<file path="src/rtl/if_prefetch.sv">
// if_prefetch: instruction prefetch queue between instruction memory and decode
// Ports: clk, reset (async active-low); in_mem_addr/in_mem_en fetch request,
// in_mem response word one cycle later; redirect/redirect_addr flush and restart;
// instr/instr_pc/instr_valid/instr_ready head-of-queue handshake toward decode.
// Optional: define IF_PREFETCH_STALL_CNT_EN to add the 32-bit stall_cnt output.
module if_prefetch #(
  parameter int ADDR_W = 32,
  parameter int DATA_W = 32,
  parameter int DEPTH = 4,
  parameter logic [ADDR_W-1:0] RESET_PC = '0
) (
  input  logic              clk,
  input  logic              reset,
  output logic [ADDR_W-1:0] in_mem_addr,
  output logic              in_mem_en,
  input  logic [DATA_W-1:0] in_mem,
  input  logic              redirect,
  input  logic [ADDR_W-1:0] redirect_addr,
  output logic [DATA_W-1:0] instr,
  output logic [ADDR_W-1:0] instr_pc,
  output logic              instr_valid,
  input  logic              instr_ready
`ifdef IF_PREFETCH_STALL_CNT_EN
  , output logic [31:0]     stall_cnt
`endif
);
  localparam int PW = $clog2(DEPTH);
  localparam int CW = PW + 1;
  logic [DATA_W-1:0] q_data [DEPTH];
  logic [ADDR_W-1:0] q_pc [DEPTH];
  logic [PW-1:0] rd_ptr, wr_ptr;
  logic [CW-1:0] count;
  logic [ADDR_W-1:0] fetch_pc, pend_pc;
  logic pend, push, pop;
  assign instr_valid = count != '0;
  assign instr = q_data[rd_ptr];
  assign instr_pc = q_pc[rd_ptr];
  assign pop = instr_valid && instr_ready && !redirect;
  // a response returning during a redirect belongs to the old stream
  assign push = pend && !redirect;
  assign in_mem_addr = fetch_pc;
  // reserve a slot for the in-flight response so every returning word fits
  assign in_mem_en = reset && !redirect && (count - CW'(pop) + CW'(pend)) < CW'(DEPTH);
  always_ff @(posedge clk or negedge reset)
    if (!reset) begin
      rd_ptr <= '0;
      wr_ptr <= '0;
      count <= '0;
      fetch_pc <= RESET_PC;
      pend <= 1'b0;
      pend_pc <= RESET_PC;
    end else begin
      pend <= in_mem_en;
      if (in_mem_en) pend_pc <= fetch_pc;
      if (redirect) begin
        rd_ptr <= '0;
        wr_ptr <= '0;
        count <= '0;
        fetch_pc <= redirect_addr & ~ADDR_W'(3);
      end else begin
        if (in_mem_en) fetch_pc <= fetch_pc + ADDR_W'(4);
        if (pop) rd_ptr <= rd_ptr + PW'(1);
        if (push) wr_ptr <= wr_ptr + PW'(1);
        count <= count + CW'(push) - CW'(pop);
      end
    end
  always_ff @(posedge clk)
    if (push) begin
      q_data[wr_ptr] <= in_mem;
      q_pc[wr_ptr] <= pend_pc;
    end
`ifdef IF_PREFETCH_STALL_CNT_EN
  always_ff @(posedge clk or negedge reset)
    if (!reset) stall_cnt <= '0;
    else if (instr_ready && !instr_valid && stall_cnt != '1) stall_cnt <= stall_cnt + 32'd1;
`endif
endmodule

</file>
<file path="config.mk">
export PLATFORM = sky130hd
export DESIGN_NAME = if_prefetch
export DESIGN_NICKNAME = d
export VERILOG_FILES = /design/src/rtl/if_prefetch.sv
export SDC_FILE = /design/constraint.sdc
export NUM_CORES = 1
export LEC_CHECK = 0
export CAP_MARGIN = 5
export CORE_MARGIN = 2
export CORE_UTILIZATION = 55
export CTS_CLUSTER_DIAMETER = 120
export CTS_CLUSTER_SIZE = 12
export DETAILED_ROUTE_END_ITERATION = 16
export HOLD_SLACK_MARGIN = 0.1
export PLACE_DENSITY_LB_ADDON = 0.15
export RECOVER_POWER = 50
export SLEW_MARGIN = 0
export SYNTH_ARGS = -nofsm -noshare
export SYNTH_HDL_FRONTEND = slang
export SYNTH_SLANG_ARGS = --single-unit
</file>
<file path="constraint.sdc">
create_clock -name clk -period 2.86 [get_ports clk]
set_input_delay 0.429 -clock clk [delete_from_list [all_inputs] [get_ports clk]]
set_output_delay 0.429 -clock clk [all_outputs]
set_load 0.05 [all_outputs]
</file>
==> results of run 1 <==
-- state kept, by name, indices dropped and copies added, names as in the netlist --
register	flops
rd_ptr	2
pend	1
q_pc	120
q_data	128
wr_ptr	2
count	3
pend_pc	30
in_mem_addr	30
-- worst max path at each step --
stage | endpoint | slack, ns | depth (start not counted)
after floorplan | pend_pc[11] | 0.009 | 10
after global placement | in_mem_addr[9] | -0.32 | 11
after detailed placement | in_mem_addr[9] | -0.36 | 11
after CTS | in_mem_en | -0.26 | 11
after global routing | in_mem_en | -0.25 | 9
final | in_mem_en | -0.15 | 9
-- area by class of cell --
type / instances / share of cell area
clock buffers: 55 / 0.0549
flip-flops and latches: 316 / 0.581
clock inverters: 1 / 0.000555
well taps: 285 / 0.0226
repair buffers: 212 / 0.126
multi-input cells: 311 / 0.214
inverters: 9 / 0.00214
-- power breakdown --
group,internal [mW],switching [mW]
combinational,1.95,2.78
sequential,5.71,0.479
clock,2.02,1.57
-- worst register-to-register path, delay by kind of cell, from the launching register on --
family,cells,cell delay (ns)
AO/OA/AOI/OAI,2,0.34
adder cells (fa/ha/maj),1,0.19
buffers and inverters,3,0.59
flip-flops,1,0.39
multiplexers,1,0.20
AND/OR/NAND/NOR,6,0.98
-- through the flow --
| stage | setup slack, ns | setup TNS [ns] | hold WS [ns] | power (mW) |
|---|---|---|---|---|
| after floorplan | 0.00865 | 0 | 0.133 | 9.31 |
| after global placement | -0.325 | -11.92 | 0.472 | 10.7 |
| after detailed placement | -0.361 | -13.48 | 0.480 | 10.8 |
| after CTS | -0.263 | -0.486 | 0.410 | 14.6 |
| after global routing | -0.247 | -0.294 | 0.448 | 15.1 |
| final | -0.150 | -0.150 | 0.427 | 14.5 |
-- layer usage --
layer | vias to the layer above | GRT usage | share of wire
met5 | - | 0 | 0
met4 | 0 | 0.0550 | 0.022
met3 | 46 | 0.0359 | 0.063
met2 | 258 | 0.367 | 0.50
met1 | 3599 | 0.310 | 0.42
li1 | 3056 | - | -
-- synthesized netlist by cell type, drive strengths merged (9+ instances only) --
| master | instances |
|---|---|
| mux4 | 62 |
| xnor2 | 26 |
| clkbuf | 17 |
| nand2 | 42 |
| edfxtp | 248 |
| o21ai | 23 |
| buf | 22 |
| mux2 | 31 |
| dfrtp | 68 |
| nand3 | 20 |
| a2111oi | 9 |
| a211oi | 10 |
| inv | 9 |
| nor2 | 14 |
-- what timing repair did --
action	CTS	global route
endpoints found under the hold margin	68	0
endpoints found under the setup margin	2	33
hold buffers	1	0
setup buffers	15	5
cloned	0	0
resized for setup	5	13
pin swaps	3	11
-- cell families (layout without fill, tap and decap cells) --
| family | count (synthesis) | in the layout | synth area share |
|---|---|---|---|
| multiplexers | 100 | 100 | 0.145 |
| buffers and inverters | 48 | 277 | 0.0175 |
| XOR/XNOR | 30 | 30 | 0.0221 |
| other | 1 | 4 | 0.000298 |
| flip-flops | 316 | 316 | 0.727 |
| AND/OR/NAND/NOR | 115 | 115 | 0.0444 |
| adder cells (fa/ha/maj) | 8 | 8 | 0.00855 |
| AO/OA/AOI/OAI | 54 | 54 | 0.0349 |
==> impl_metrics.csv, run 1 <==
group,metric,value,unit
floorplanning,ios,166,
worst_setup_path,timing.rr.start,"count[1]",
layout,multi_input_area,3370,sq um
global_route,grt_use_total,0.220,
yosys,synth.avg_cell_area,18.7,sq um
layout,drive_gt1_frac,0.296,
worst_setup_path,critical_path_class,"flop to primary output",
layout,antenna_cells,0,
worst_setup_path,cp_num_buf_inv,1,
routing,detail-route-antenna-nets,0,
placement,hpwl,16.6,mm
floorplanning,rows,55,
layout,finalInstanceArea,15800,sq um
hold_path,hold_end,"in_mem_addr[16]",
routing,dr_total_vias,6959,
layout,final_cell_mix,"248 x edfxtp_1, 100 x buf_4, 66 x dfrtp_1",
timing,worst-slew-pin-transition,1.22,ns
layout,post-route-util,0.699,
layout,final_nets,956,
cts,cts.path.max_buffers,3,
yosys,synth_area,12600,sq um
yosys,synth-edff-count,248,
yosys,synth_cells,672,
routing,drc,0,
worst_setup_path,critPathLaunch,"count[1]",
yosys,netlist.area_leader.share,0.592,
floorplanning,die_h,155,microns
timing,rsz0062_at_grt,"yes",
placement,gp_congestion,0.842,
global_route,antenna_found_initial,0,
routing,wire_per_inst,22.3,microns
layout,final_cells,1189,
timing,finalHoldViolCount,0,
cts,clk_latency,0.54,ns
timing,fmax,0.332,GHz
worst_setup_path,reg2reg_slack,0.12,ns
worst_setup_path,max_stage_delay,0.39,ns
timing,finalCritPeriodShare,1.05,
yosys,yosysTopAreaCell,"edfxtp_1",
routing,drt_iter0_drc,573,
floorplanning,core_region_area,22600,sq um
global_route,grt_pass1_vias,7071,
layout,layout_commonest_cell,"edfxtp_1",
pwr,max-vdd-ir-drop,0.807,mV
floorplanning,die_area,24100,sq um
yosys,yosys-top-cells-area,"edfxtp_1 59%, dfrtp_1 14%, mux4_2 11%",
hold_path,worstHoldPathCells,3,
hold_path,min_path_type,"input port to flop",
global_route,grt_pass1_wl,40.4,mm
yosys,yosysWarnings,0,
cts,numCtsBuffers,30,
worst_setup_path,crit_fanout,3,
worst_setup_path,cp.required,2.43,ns
cts,cts_tree,"built",
placement,placed_area,14700,sq um
pwr,p_leak,5.37,nW
worst_setup_path,arrival,2.58,ns
worst_setup_path,critPathCaptureType,"primary output",
layout,fill_cells,1447,
yosys,synth-seq-area-share,0.727,
cts,cts_num_sinks,316,
yosys,ys.flop_type,"edfxtp_1",
timing,final_max_slew_viol_count,0,
routing,drt_first_pass_iters,5,
timing,fin_crit,3.01,ns
yosys,ys_ff_latch,316,
hold_path,min_from,"redirect_addr[16]",
layout,regArea,9160,sq um
run,drv_cap,0,
worst_setup_path,r2r_end,"in_mem_addr[20]",
timing,setup_viol,1,
routing,routed_wl,26.5,mm
pwr,p_per_area,920,nW/um^2
worst_setup_path,path_delay_family,"simple AND/OR/NAND/NOR gates",
run_status,violations,"negative setup slack",
layout,syn2layout_area_growth,25.3,%
cts,cts_root_buffer,"clkbuf_16",
run_status,status,"finished, violations left",
timing,slew_headroom,0.188,
routing,via_per_inst,5.85,
yosys,ys_async_sr_fraction,0.215,
worst_setup_path,critPathLaunchType,"flop",
placement,io_buffer_count,159,
global_route,grt_max_degree,78,
yosys,synth_cell_types,47,
worst_setup_path,reg2regPathDepth,13,
cts,cts_max_level,1,
timing,skew,0.0152,ns
placement,numPlacedInstances,1119,
timing,timing.final.ws_setup,-0.150,ns
worst_setup_path,path_common_cell,"or3_4",
global_route,overflow,0,
cts,clkTransAtPathRegs,0.07,ns
floorplanning,die_w,155,microns
floorplanning,start_util,0.558,
worst_setup_path,path_cells,"or3_4 > nand2_2 > or3_4 > ha_4 > and2_4 > and3_4 > mux2i_4 > a21oi_4 > buf_12",
worst_setup_path,crit_slowest_cell,"or3_4",
(Power assumes the default switching activity.)
==> run 2: changes to the inputs <==
--- a/config.mk
+++ b/config.mk
@@ -5,7 +5,6 @@
 export SDC_FILE = /design/constraint.sdc
 export NUM_CORES = 1
 export LEC_CHECK = 0
-export CAP_MARGIN = 5
 export CORE_MARGIN = 2
 export CORE_UTILIZATION = 55
 export CTS_CLUSTER_DIAMETER = 120
@@ -14,7 +13,7 @@
 export HOLD_SLACK_MARGIN = 0.1
 export PLACE_DENSITY_LB_ADDON = 0.15
 export RECOVER_POWER = 50
-export SLEW_MARGIN = 0
+export SLEW_MARGIN = 25
 export SYNTH_ARGS = -nofsm -noshare
 export SYNTH_HDL_FRONTEND = slang
 export SYNTH_SLANG_ARGS = --single-unit
==> results of run 2 <==
The final DEF is identical to that of run 1; final timing and power are the same.
